File: src/rtl/memory_stream_reader.sv
// Streams a block of words out of a memory read port onto a valid/ready interface.
// A 4-entry credit-managed buffer hides the memory's one-cycle read latency and downstream stalls.
module memory_stream_reader #(
   parameter int unsigned WIDTH = 8,
   parameter int unsigned DEPTH = 512,
   localparam int unsigned ADDR_WIDTH = $clog2(DEPTH)
) (
   input  logic                  clock,
   input  logic                  reset_n,
   input  logic                  start,
   input  logic [ADDR_WIDTH-1:0] start_addr,
   input  logic [ADDR_WIDTH:0]   length,
   input  logic                  abort,
   output logic                  busy,
   output logic                  done,
   output logic                  mem_read_enable,
   output logic [ADDR_WIDTH-1:0] mem_read_addr,
   input  logic [WIDTH-1:0]      mem_read_data,
   output logic [WIDTH-1:0]      out_data,
   output logic                  out_valid,
   input  logic                  out_ready
);

   localparam int unsigned LEN_W       = ADDR_WIDTH + 1;
   localparam int unsigned CNT_W       = 3;
   localparam int unsigned PTR_W       = 2;
   localparam int unsigned BUF_ENTRIES = 4;

   typedef enum logic [1:0] {
      IDLE,
      STREAM,
      DRAIN
   } state_t;

   state_t                  state;
   logic [ADDR_WIDTH-1:0]   addr;
   logic [LEN_W-1:0]        remaining;
   logic [LEN_W-1:0]        pending;
   logic                    data_vld;

   // The output register is the buffer head; the FIFO holds the entries behind it.
   logic [WIDTH-1:0]        fifo_mem [BUF_ENTRIES];
   logic [PTR_W-1:0]        wr_ptr;
   logic [PTR_W-1:0]        rd_ptr;
   logic [CNT_W-1:0]        fifo_cnt;

   logic                    handshake_c;
   logic [CNT_W-1:0]        occupancy_c;
   logic [CNT_W-1:0]        in_flight_c;
   logic                    issue_c;
   logic                    bypass_c;
   logic                    push_c;
   logic                    pop_c;

   function automatic logic [ADDR_WIDTH-1:0] next_addr(input logic [ADDR_WIDTH-1:0] a);
      return (a == ADDR_WIDTH'(DEPTH - 1)) ? '0 : a + ADDR_WIDTH'(1);
   endfunction

   // Credit check: buffered words plus outstanding reads never exceed the buffer size.
   always_comb begin
      handshake_c = out_valid & out_ready;
      occupancy_c = fifo_cnt + CNT_W'(out_valid);
      in_flight_c = CNT_W'(mem_read_enable) + CNT_W'(data_vld);
      issue_c     = (state == STREAM) && (remaining != '0) &&
                    ((occupancy_c + in_flight_c) < CNT_W'(BUF_ENTRIES));
      bypass_c    = data_vld && (fifo_cnt == '0) && (!out_valid || handshake_c);
      push_c      = data_vld && !bypass_c;
      pop_c       = handshake_c && (fifo_cnt != '0);
   end

   always_ff @(posedge clock) begin
      if (push_c) fifo_mem[wr_ptr] <= mem_read_data;
   end

   always_ff @(posedge clock or negedge reset_n) begin
      if (!reset_n) begin
         state           <= IDLE;
         addr            <= '0;
         remaining       <= '0;
         pending         <= '0;
         data_vld        <= 1'b0;
         wr_ptr          <= '0;
         rd_ptr          <= '0;
         fifo_cnt        <= '0;
         busy            <= 1'b0;
         done            <= 1'b0;
         mem_read_enable <= 1'b0;
         mem_read_addr   <= '0;
         out_data        <= '0;
         out_valid       <= 1'b0;
      end else if (abort) begin
         // Read data still in flight is dropped by clearing data_vld.
         state           <= IDLE;
         remaining       <= '0;
         pending         <= '0;
         data_vld        <= 1'b0;
         wr_ptr          <= '0;
         rd_ptr          <= '0;
         fifo_cnt        <= '0;
         busy            <= 1'b0;
         done            <= 1'b0;
         mem_read_enable <= 1'b0;
         out_valid       <= 1'b0;
      end else begin
         done            <= 1'b0;
         mem_read_enable <= 1'b0;
         data_vld        <= mem_read_enable;

         if (pop_c) begin
            out_data  <= fifo_mem[rd_ptr];
            out_valid <= 1'b1;
            rd_ptr    <= rd_ptr + PTR_W'(1);
         end else if (bypass_c) begin
            out_data  <= mem_read_data;
            out_valid <= 1'b1;
         end else if (handshake_c) begin
            out_valid <= 1'b0;
         end
         if (push_c) wr_ptr <= wr_ptr + PTR_W'(1);
         fifo_cnt <= fifo_cnt + CNT_W'(push_c) - CNT_W'(pop_c);

         if (handshake_c) pending <= pending - LEN_W'(1);

         if (issue_c) begin
            mem_read_enable <= 1'b1;
            mem_read_addr   <= addr;
            addr            <= next_addr(addr);
            remaining       <= remaining - LEN_W'(1);
         end

         case (state)
            IDLE: begin
               // First read issues on the start edge to meet the startup latency.
               if (start) begin
                  if (length == '0) begin
                     done <= 1'b1;
                  end else begin
                     mem_read_enable <= 1'b1;
                     mem_read_addr   <= start_addr;
                     addr            <= next_addr(start_addr);
                     remaining       <= length - LEN_W'(1);
                     pending         <= length;
                     busy            <= 1'b1;
                     state           <= (length == LEN_W'(1)) ? DRAIN : STREAM;
                  end
               end
            end
            STREAM: begin
               if (issue_c && (remaining == LEN_W'(1))) state <= DRAIN;
            end
            DRAIN: begin
               if (handshake_c && (pending == LEN_W'(1))) begin
                  state <= IDLE;
                  busy  <= 1'b0;
                  done  <= 1'b1;
               end
            end
            default: state <= IDLE;
         endcase
      end
   end

endmodule

File: config.mk
export PLATFORM = sky130hd
export DESIGN_NAME = memory_stream_reader
export DESIGN_NICKNAME = d
export VERILOG_FILES = /design/src/rtl/memory_stream_reader.sv
export SDC_FILE = /design/constraint.sdc
export NUM_CORES = 1
export LEC_CHECK = 0
export CAP_MARGIN = 20
export CELL_PAD_IN_SITES_DETAIL_PLACEMENT = 0
export CELL_PAD_IN_SITES_GLOBAL_PLACEMENT = 1
export CORE_MARGIN = 3
export CORE_UTILIZATION = 35
export DETAILED_ROUTE_END_ITERATION = 7
export PLACE_DENSITY = 0.74
export SLEW_MARGIN = 20
export SYNTH_ARGS = -nofsm -noshare
export SYNTH_HDL_FRONTEND = slang
export SYNTH_SLANG_ARGS = --single-unit
File: constraint.sdc
create_clock -name clock -period 7.4 [get_ports clock]
set_input_delay 1.48 -clock clock [delete_from_list [all_inputs] [get_ports clock]]
set_output_delay 1.48 -clock clock [all_outputs]
set_load 0.05 [all_outputs]
* Word level (Yosys, flattened, before mapping)
Memories as Yosys holds them, arrays and structs flattened.
Cells that the tools add are included.
Widths: inputs -> output; s select.
** Storage, ports and cells
- Bits in registers :: 60
- RAM bits :: 32
- Bits of input ports :: 32
- Output and inout port bits :: 21
- Logic and storage cells :: 121
- Memories :: 1
** Memories
- fifo_mem :: words 4, bits a word 8, read ports 1, clocked after memory_dff 0, write ports 1, line 42 : logic [WIDTH-1:0] fifo_mem [BUF_ENTRIES];
** Operators by class
- Add/subtract/negate cells :: 12
- Order comparisons :: 1
- Equal/unequal tests :: 11
- Multiplexer cells :: 56
- Bitwise logic cells :: 2
- Reductions and logical operators :: 24
** Operators with widths (number)
- $mux 10 :: 10
- $mux 9 :: 10
- $eq 10x1->1 const B :: 3
- $sub 10x1->10 const B :: 3
- $mux 1 :: 20
- $mux 2 :: 10
- $add 9x1->9 const B :: 2
- $eq 9x9->1 const B :: 2
- $mux 8 :: 2
- $logic_not 10->1 :: 1
- $reduce_bool 10->1 :: 1
- $ne 3x3->1 const B :: 3
- $logic_and 1x1->1 :: 8
- $reduce_and 4->1 :: 2
- $add 3x1->3 :: 2
- $pmux 2 s3 :: 1
- $reduce_bool 2->1 :: 3
- $reduce_bool 3->1 :: 2
- $add 2x1->2 const B :: 2
- $pmux 1 s2 :: 2
- $reduce_bool 4->1 :: 1
- $add 3x2->3 :: 1
- $logic_not 3->1 :: 1
- $lt 3x3->1 const B :: 1
- other kinds (12) :: 13

* Depth between registers and ports, before layout
- Depth after elaboration :: 9
- Gate-level depth with buffers :: 11
- Depth with buffers taken out :: 11

* Least setup slack after synthesis
Ideal clock, no wire load.
- Path kind :: input port to flip-flop
- Start :: in out_ready
- End :: reg fifo_cnt[2]
- Arrival :: 3.394 ns
- Data required time :: 7.267 ns
- Path slack :: 3.873 ns
- Stages on the path :: 11
- Path buffers :: 1
- Cells stage by stage :: nand2_1 > nor2b_1 > buf_1 > ha_1 > inv_1 > ha_1 > inv_1 > fa_1 > xor2_1 > xnor2_1 > nor2_1
** On the way
- Word-level cells in the longest chain between the ends :: 8
- Elaborated cells between the ends (all ways) :: 9
- Classes of those cells :: add/sub (2); mux (1); bitwise (1); reduce/logical (5)
** Ends and longest elaborated chain
- start: declaration :: line 21 : input logic out_ready
- $and 1x1->1 * :: line 61 : handshake_c = out_valid & out_ready;
- $logic_or 1x1->1 :: line 66 : bypass_c = data_vld && (fifo_cnt == '0) && (!out_valid || handshake_c);
- $logic_and 1x1->1 :: line 66
- $logic_not 1->1 :: line 67 : push_c = data_vld && !bypass_c;
- $logic_and 1x1->1 :: line 67
- $add 3x1->3 :: line 120 : fifo_cnt <= fifo_cnt + CNT_W'(push_c) - CNT_W'(pop_c);
- $sub 3x1->3 * :: line 120
- $mux 3 * :: line 91 : end else if (abort) begin
- end signal: assignment :: line 120
- end: declaration :: line 45 : logic [CNT_W-1:0] fifo_cnt;
Every way passes the cells marked *; elsewhere a longest branch is shown, timed or not.
A chain may end at the register's enable or synchronous reset.

* Worst setup path after layout
- Start :: in length[0]
- End :: reg remaining[7]
** On the way
- Word-level cells in the longest chain between the ends :: 5
- Elaborated cells between the ends (all ways) :: 6
- Classes of those cells :: add/sub (1); mux (4); reduce/logical (1)
** Ends and longest elaborated chain
- start: declaration :: line 12 : input logic [ADDR_WIDTH:0] length,
- $sub 10x1->10 or $logic_not 10->1 (tied branches) :: line 141, 135
- $mux 10 * :: line 135 : if (length == '0) begin
- $mux 10 * :: line 134 : if (start) begin
- $mux 10 * :: line 131 : case (state)
- $mux 10 * :: line 91
- end signal: assignment :: line 128 : remaining <= remaining - LEN_W'(1);
- end signal: assignment :: line 141 : remaining <= length - LEN_W'(1);
- end: declaration :: line 37 : logic [LEN_W-1:0] remaining;
Marked as above.

==> metrics <==
Post-Syn Area=just under 5000 sq um; TritonCTS clock tree=yes; detailed-router iteration count before antenna repair=5; setup TNS=0 ns; max-capacitance violation count=0; total wire length=about 11000 microns; Worst Path Class, Setup=primary input to register; Tmin final=roughly 3.8 ns; final standard cell utilization of the core=between 40% and 50%; final routed DRC violation total=0; row cnt=42; wire per inst=about 16 microns; number of placed I/O pins=53; top achievable clock speed=approximately 260 MHz; number of global-route vias before repair=around 3700; DR iter-0 viols=about 230; Max VDD drop=around 210 uV; Yosys top cell by area=dfrtp_1; sequential fraction of the synthesis area=about 50%; maximum level of the CTS H-tree=3; post-layout worst setup margin=3.58 ns; worst clock skew=0.00959 ns; data arrival time at the worst-slack endpoint=approximately 4.1 ns; max-slew violation count=0; Port Buffer Count=between 50 and 60; post-CTS setup-driven buffer insertion count=0; Antenna Nets Post-Route=0; number of placed instances with taps included=661; last weighted congestion value of the routability-driven placer=0.798; number of clock sinks seen by CTS=92; number of antenna violations at the first check in global routing=0; overall routing resource usage=14.6%; pin count of the biggest net entering global routing=roughly 60; placed wire-length estimate after detailed placement=7370 microns; total number of vias=between 3000 and 4000; category of the worst setup path capture point=register; total core area=approximately 14000 sq um; final hold vios=0; count of unique library cells instantiated by Yosys=62; fraction of final layout cells sized beyond drive strength 1=7.77%; count of final setup violators=0; total gr overflow=0; leading register cell type out of synthesis=dfrtp_1; die outline area=between 15000 and 20000 sq um; starting density of the core=36.4%; result of the run=finished clean; syn nets=between 500 and 600; horizontal die dimension=about 120 microns; actual transition at the worst max-transition pin=about 0.8 ns; worst min-delay path class=register to register; fill cell total of the finished layout=between 1000 and 1500; CTS Root Buffer Type=clkbuf_16; most repeated cell in the gate-level netlist after synthesis=dfrtp_1; NumNets Final=549; average footprint of a synthesized cell=around 11 sq um; clock transition at the register clock pins on the worst setup and hold paths after CTS=~0.06 ns; standby leakage power=~2.2 nW; share of the synthesized area in the top cell type=approximately 31%; yosys synthesis warning count=0; signed area change from the synthesized netlist to the final layout=19.0%; number of buffers between clock root and the deepest sink=2; ranking of synthesized cells by instance count=dfrtp_1 (60), nor2_1 (53), edfxtp_1 (32), nand2_1 (26), a21oi_1 (24); worst setup slack after placement=3.20 ns; fraction of registers with async set/reset=approximately 65%; first-pass GRT wire length=18700 microns; total power divided by cell area=346 nW/um^2; cell count after synthesis=453; TritonCTS buffer count=9; antenna diode count=0; CTS hold repair buffers=0; unrepaired setup endpoints after global routing=no; vias per inst=5.28; post-layout power=just over 2 mW; critical path required time=between 7 and 8 ns; worst-path maximum fanout=55; clock latency on the worst-skew pair=roughly 0.34 ns; y dimension of the die=~120 microns; final worst-path cycle share=about half; number of synthesized flops with an enable pin=32; post-cts repair resize count=0; critical path launch point type=primary input; top post-synthesis cells by area=dfrtp_1 (31%), edfxtp_1 (20%), ha_1 (4.6%); FF+latch count, synth=92; final standard cell count with taps included and fillers excluded=about 680; Max transition margin=a little under half
## cell type report
type	instances	area, sq um	area share, %
Clock buffer	9	225	3.85
Inverter	18	67.6	1.16
Clock inverter	7	50.0	0.856
Multi-Input combinational cell	319	2260	38.7
Tap cell	176	220	3.77
Timing Repair Buffer	57	557	9.53
Sequential cell	92	2460	42.1
## registers in the layout, indices dropped and copies added (netlist names)
signal	count
fifo_cnt	3
pending	10
out_valid	1
busy	1
wr_ptr	2
done	1
addr	9
out_data	8
mem_read_enable	1
mem_read_addr	9
fifo_mem	32
rd_ptr	2
data_vld	1
remaining	10
state	2
## path summary, 6_finish.rpt
path                       cells past startpoint                           end                     from  slack, ns
max                                            8        remaining[7]$_DFF_PN0_                length[0]       3.58
min                                            2       out_data[5]$_DFFE_PN0P_  out_data[5]$_DFFE_PN0P_       0.53
max reg2reg                                    8           addr[0]$_DFFE_PN0N_    out_valid$_DFFE_PN0P_       4.37
min reg2reg                                    2       out_data[5]$_DFFE_PN0P_  out_data[5]$_DFFE_PN0P_       0.53
max in group asynchronous                      2  mem_read_addr[5]$_DFFE_PN0N_                  reset_n       5.58
min in group asynchronous                      2          pending[5]$_DFF_PN0_                  reset_n       1.30
## metal layers
metal,part of all wire (%),vias to the layer above,global-route usage [%]
met5,0,-,0
met4,1.6,0,5.03
met3,4.9,11,2.83
met2,46,88,23.2
met1,48,1733,19.9
li1,-,1745,-
## metrics by stage
step | hold slack (ns) | cell area (sq um)
floorplan | 0.492 | 4910
global placement | 0.512 | 5560
detailed placement | 0.518 | 5560
global route | 0.558 | 5840
finish | 0.531 | 5840
CTS | 0.536 | 5830
## worst max-delay path: stages
cell	delay [ns]
clkdlybuf4s50_1	0.53
inv_1	0.15
ha_1	0.14
or4b_2	0.62
o31a_1	0.34
nand2_4	0.44
nor2_1	0.11
a211oi_1	0.24
## cells in the final DEF, fill, tap and decap left out, types with 3 or more instances in the layout
cell,instances
xnor2_1,16
mux4_2,8
a211oi_1,17
nand4_1,5
clkdlybuf4s50_1,51
o31ai_1,6
and3_1,6
or3_1,4
clkbuf_16,9
xor2_1,18
nor3_1,9
nand3_1,13
nor4_1,9
o21ai_0,6
and2_1,5
o21ai_1,3
inv_1,18
edfxtp_1,32
o22ai_1,11
nand2_1,26
a21oi_1,24
buf_4,4
mux2i_1,10
ha_1,18
nor2_1,53
dfrtp_1,60
o211ai_1,5
nor2b_1,4
## where the power goes
part	internal [mW]	switching, mW	total (mW)
clock	0.229	0.199	0.428
combinational	0.313	0.512	0.826
sequential	0.648	0.121	0.769
## cells by family after synthesis
group                    share of synthesized area [%]
AND/OR/NAND/NOR                                   15.4
AO/OA/AOI/OAI                                     13.2
flip-flops                                        50.1
buffers and inverters                             3.90
XOR/XNOR                                          6.06
adder cells (fa/ha/maj)                           5.40
multiplexers                                      5.94
Power figures use the tool's default switching activity.
